`src/rtl/serial_transmitter.sv`:
```
// Parallel-to-serial transmitter: accepts WIDTH-bit words over valid/ready and
// shifts them out one bit per enabled clock with first/last-bit frame strobes.
`timescale 1ns/1ps

module serial_transmitter #(
  parameter int WIDTH     = 8,
  parameter bit LSB_FIRST = 1'b0
) (
  input  logic             clk,
  input  logic             sync_reset,
  input  logic [WIDTH-1:0] parallel_data_input,
  input  logic             input_valid,
  output logic             input_ready,
  input  logic             serial_enable,
  output logic             serial_data_output,
  output logic             serial_valid,
  output logic             frame_start,
  output logic             frame_end,
  output logic             busy
);

  localparam int             CW       = $clog2(WIDTH);
  localparam logic [CW-1:0]  LAST_BIT = CW'(WIDTH - 1);

  typedef enum logic {
    IDLE  = 1'b0,
    SHIFT = 1'b1
  } state_t;

  state_t           r_state;
  state_t           w_nextState;
  logic [WIDTH-1:0] r_shift;
  logic [WIDTH-1:0] w_nextShift;
  logic [WIDTH-1:0] w_shifted;
  logic [CW-1:0]    r_count;
  logic [CW-1:0]    w_nextCount;
  logic             w_inShift;
  logic             w_lastBit;
  logic             w_accept;
  logic             w_outBit;

  assign w_inShift = (r_state == SHIFT);
  assign w_lastBit = w_inShift && (r_count == LAST_BIT);

  // A new word may only enter while idle or on the final enabled bit, which
  // is what makes back-to-back words gap-free.
  assign input_ready = !sync_reset && (!w_inShift || (w_lastBit && serial_enable));
  assign w_accept    = input_valid && input_ready;

  assign w_shifted = LSB_FIRST ? {1'b0, r_shift[WIDTH-1:1]}
                               : {r_shift[WIDTH-2:0], 1'b0};

  always_comb begin
    w_nextState = r_state;
    w_nextShift = r_shift;
    w_nextCount = r_count;
    case (r_state)
      IDLE: begin
        if (w_accept) begin
          w_nextState = SHIFT;
          w_nextShift = parallel_data_input;
          w_nextCount = '0;
        end
      end
      SHIFT: begin
        if (serial_enable) begin
          if (r_count == LAST_BIT) begin
            if (w_accept) begin
              w_nextShift = parallel_data_input;
              w_nextCount = '0;
            end else begin
              w_nextState = IDLE;
              w_nextShift = '0;
              w_nextCount = '0;
            end
          end else begin
            w_nextShift = w_shifted;
            w_nextCount = r_count + CW'(1);
          end
        end
      end
      default: begin
        w_nextState = IDLE;
        w_nextShift = '0;
        w_nextCount = '0;
      end
    endcase
  end

  always_ff @(posedge clk) begin
    if (sync_reset) begin
      r_state <= IDLE;
      r_shift <= '0;
      r_count <= '0;
    end else begin
      r_state <= w_nextState;
      r_shift <= w_nextShift;
      r_count <= w_nextCount;
    end
  end

  assign w_outBit = LSB_FIRST ? r_shift[0] : r_shift[WIDTH-1];

  assign serial_data_output = w_inShift && w_outBit;
  assign serial_valid       = w_inShift;
  assign busy               = w_inShift;
  assign frame_start        = w_inShift && (r_count == '0);
  assign frame_end          = w_lastBit;

endmodule

```
`config.mk`:
```
export PLATFORM = sky130hd
export DESIGN_NAME = serial_transmitter
export DESIGN_NICKNAME = d
export VERILOG_FILES = /design/src/rtl/serial_transmitter.sv
export SDC_FILE = /design/constraint.sdc
export NUM_CORES = 1
export LEC_CHECK = 0
export BUFFER_PORTS_ARGS = -buffer_cell sky130_fd_sc_hd__clkbuf_2
export CAP_MARGIN = 20
export CELL_PAD_IN_SITES_DETAIL_PLACEMENT = 1
export CELL_PAD_IN_SITES_GLOBAL_PLACEMENT = 2
export CORE_MARGIN = 2
export CORE_UTILIZATION = 29
export CTS_BUF_LIST = sky130_fd_sc_hd__clkbuf_4 sky130_fd_sc_hd__clkbuf_8
export DETAILED_ROUTE_END_ITERATION = 16
export PLACE_DENSITY_LB_ADDON = 0.25
export SLEW_MARGIN = 20
export SYNTH_ARGS = -nofsm -noshare
export SYNTH_HDL_FRONTEND = slang
export SYNTH_SLANG_ARGS = --single-unit
export TNS_END_PERCENT = 1
```
`constraint.sdc`:
```
create_clock -name clk -period 1.8 [get_ports clk]
set_input_delay 0 -clock clk [delete_from_list [all_inputs] [get_ports clk]]
set_output_delay 0 -clock clk [all_outputs]
set_load 0.01 [all_outputs]
```
==> reports/qor.csv <==
metric,value,unit
max-cap violation count,0,
RSZ-0062 raised after global routing,no,
dpl hpwl,1140,um
core area,0.00200,sq mm
Startpoint Class,flip-flop,
Util after Layout,39.7,%
period utilization,89.2,%
synthesized area,622,sq um
worst-path maximum fanout,6,
Hold Fails Final Rpt,0,
initial antenna violation count,0,
total track usage,13.7,%
Yosys Warn Count,0,
Post-synth top flop,dfxtp_1,
Tmin final,1.60,ns
Post-Synth Simple-Gate Area,28.6,%
Leak Pwr,0.335,nW
setup TNS,0,ns
cell area power density,714,mW/mm^2
CP required,1.80,ns
Max rail drop VDD,306,uV
post-CTS setup buffer count,0,
Max Clock Skew,0.00323,ns
"Distinct cells, synth",22,
layout cell share with drive strength beyond 1,26.8,%
post-synthesis xor/xnor area fraction,0,%
Chip Width,50.3,um
fmax,623,MHz
compound-cell area share of the yosys netlist,20.1,%
largest family of logic cells by synthesized area,simple AND/OR/NAND/NOR gates,
Clk Tree Root Cell,clkbuf_4,
Port Buffers,17,
TritonCTS buffer count,3,
Final #Nets,114,
WL final,1560,um
DR WL/cell,12.6,um
CTS Buffer Depth,2,
arrival time worst endpoint,1.60,ns
Slew Limit Fails,0,
# fillers,260,
Cells after Synth,75,
main area contributors after synthesis,"dfxtp_1 (39%), a311oi_1 (9.9%), nor2_1 (7.2%)",
largest net degree at the start of global routing,16,
Rows,16,
share of the yosys chip area belonging to registers,38.6,%
outcome,completed,
Slew @ Worst Pin,0.419,ns
"CTS clk-pin slew, worst paths",0.08,ns
routed vias/inst,4.99,
DR iter-0 viols,16,
die height,50.3,um
register bit total from synthesis,12,
worst setup margin,0.195,ns
largest area contributor in the netlist,dfxtp_1,
Post-synth EDFFs,0,
Post-Synth Adder-Cell Area,6.04,%
Relative slew margins,72.0,%
Antenna Nets Post-Route,0,
Post-CTS Resized,0,
Worst Hold Class,input pin to flip-flop,
first-pass GRT wire length,2590,um
io pins,18,
H-tree depth,1,
DP Worst Slack,0.249,ns
P&R area growth vs syn,27.8,%
top-area cell type share of the netlist area,38.6,%
# clock sinks,12,
"Setup violations, final",0,
DRC,0,
Worst setup EP type,output pin,
Post-synth top cells,"dfxtp_1 (12), nor2_1 (12), nand2_1 (9)",
number of global-route vias before repair,583,
initial core utilization,31.1,%
post-synth net total,90,
post-synthesis mux area share,1.81,%
Clock Latency Late Sink,0.26,ns
critical path class,flip-flop to output pin,
vias,619,
mean post-synth cell area,8.29,sq um
RePlAce Congestion,0.746,
Diodes inserted,0,
CTS tree,built,
Detailed Routing Iterations Pass 1,4,
fraction of registers with async set or reset after synthesis,0,%
Die ar.,0.00253,sq mm
grt total ovfl,0,
-- flip-flops by register name (all words and copies together), names as in the netlist --
name	count
r_shift	8
r_count	3
busy	1
-- metal layers --
metal  wire length (um)  up-vias  global-route usage (%)
met3                 52        2                    3.57
met5                  0        -                       0
li1                   -      315                       -
met4                 19        0                    6.76
met1                754      291                    17.6
met2                732       11                    21.3
-- cells by family after synthesis --
group	count (synthesis)
adder cells (fa/ha/maj)	3
flip-flops	12
AO/OA/AOI/OAI	19
AND/OR/NAND/NOR	34
buffers and inverters	6
multiplexers	1
-- path summary, 6_finish.rpt --
kind                                             start          end  slack [ns]  cells after the start
worst max-delay path                        r_count[0]  input_ready        0.20                      5
worst min-delay path            parallel_data_input[4]   r_shift[4]       0.009                      3
worst max register to register              r_count[0]   r_shift[3]        0.22                      5
worst min register to register              r_shift[0]   r_shift[0]        0.48                      2
-- metrics by stage --
stage	total power, W	instance area (sq um)	hold WS [ns]	cells
finish	0.000567	795	0.00929	124
global route	0.000609	795	0.0198	124
CTS	0.000580	795	0.00226	124
detailed placement	0.000404	722	0.265	116
global placement	0.000403	722	0.258	116
floorplan	0.000368	622	0.0721	75
-- report_power, final --
group	internal, W	total, W	switching (W)	leakage [nW]
clock	0.0000772	0.000163	0.0000858	0.0138
combinational	0.0000486	0.000103	0.0000545	0.222
sequential	0.000286	0.000301	0.0000152	0.0993
-- worst max-delay path: stages, from the launching register on --
cell and delay [ns]:
dfxtp_1 0.35, ha_1 0.21, ha_1 0.23, a21boi_0 0.34, nor2_1 0.07, clkbuf_2 0.13
-- placed cells by master (no fill, tap or decap) --
cell type,instances
nand3b_1,1
ha_1,3
and2b_2,1
dlygate4sd3_1,5
nand4b_1,1
and4b_2,1
dfxtp_1,12
or3b_4,1
mux2_2,1
nand2_2,1
inv_1,3
clkbuf_2,17
a31oi_1,1
clkbuf_4,3
a311oi_1,7
a21boi_0,1
nor2_1,12
nand3_1,4
and4bb_2,1
o21ai_0,7
nand2_1,9
and2_1,2
a21oi_1,3
-- what timing repair did --
item	in CTS	in global routing
endpoints found under the hold margin	5	0
endpoints found under the setup margin	0	0
hold buffers	5	0
-- final cells by class --
class | count | area (sq um) | area share (%)
multi-input cells | 57 | 352 | 44.3
inverters | 3 | 11.3 | 1.42
well taps | 27 | 33.8 | 4.25
clock buffers | 3 | 22.5 | 2.83
repair buffers | 22 | 135 | 17.0
flip-flops and latches | 12 | 240 | 30.2
Power figures use the tool's default switching activity.
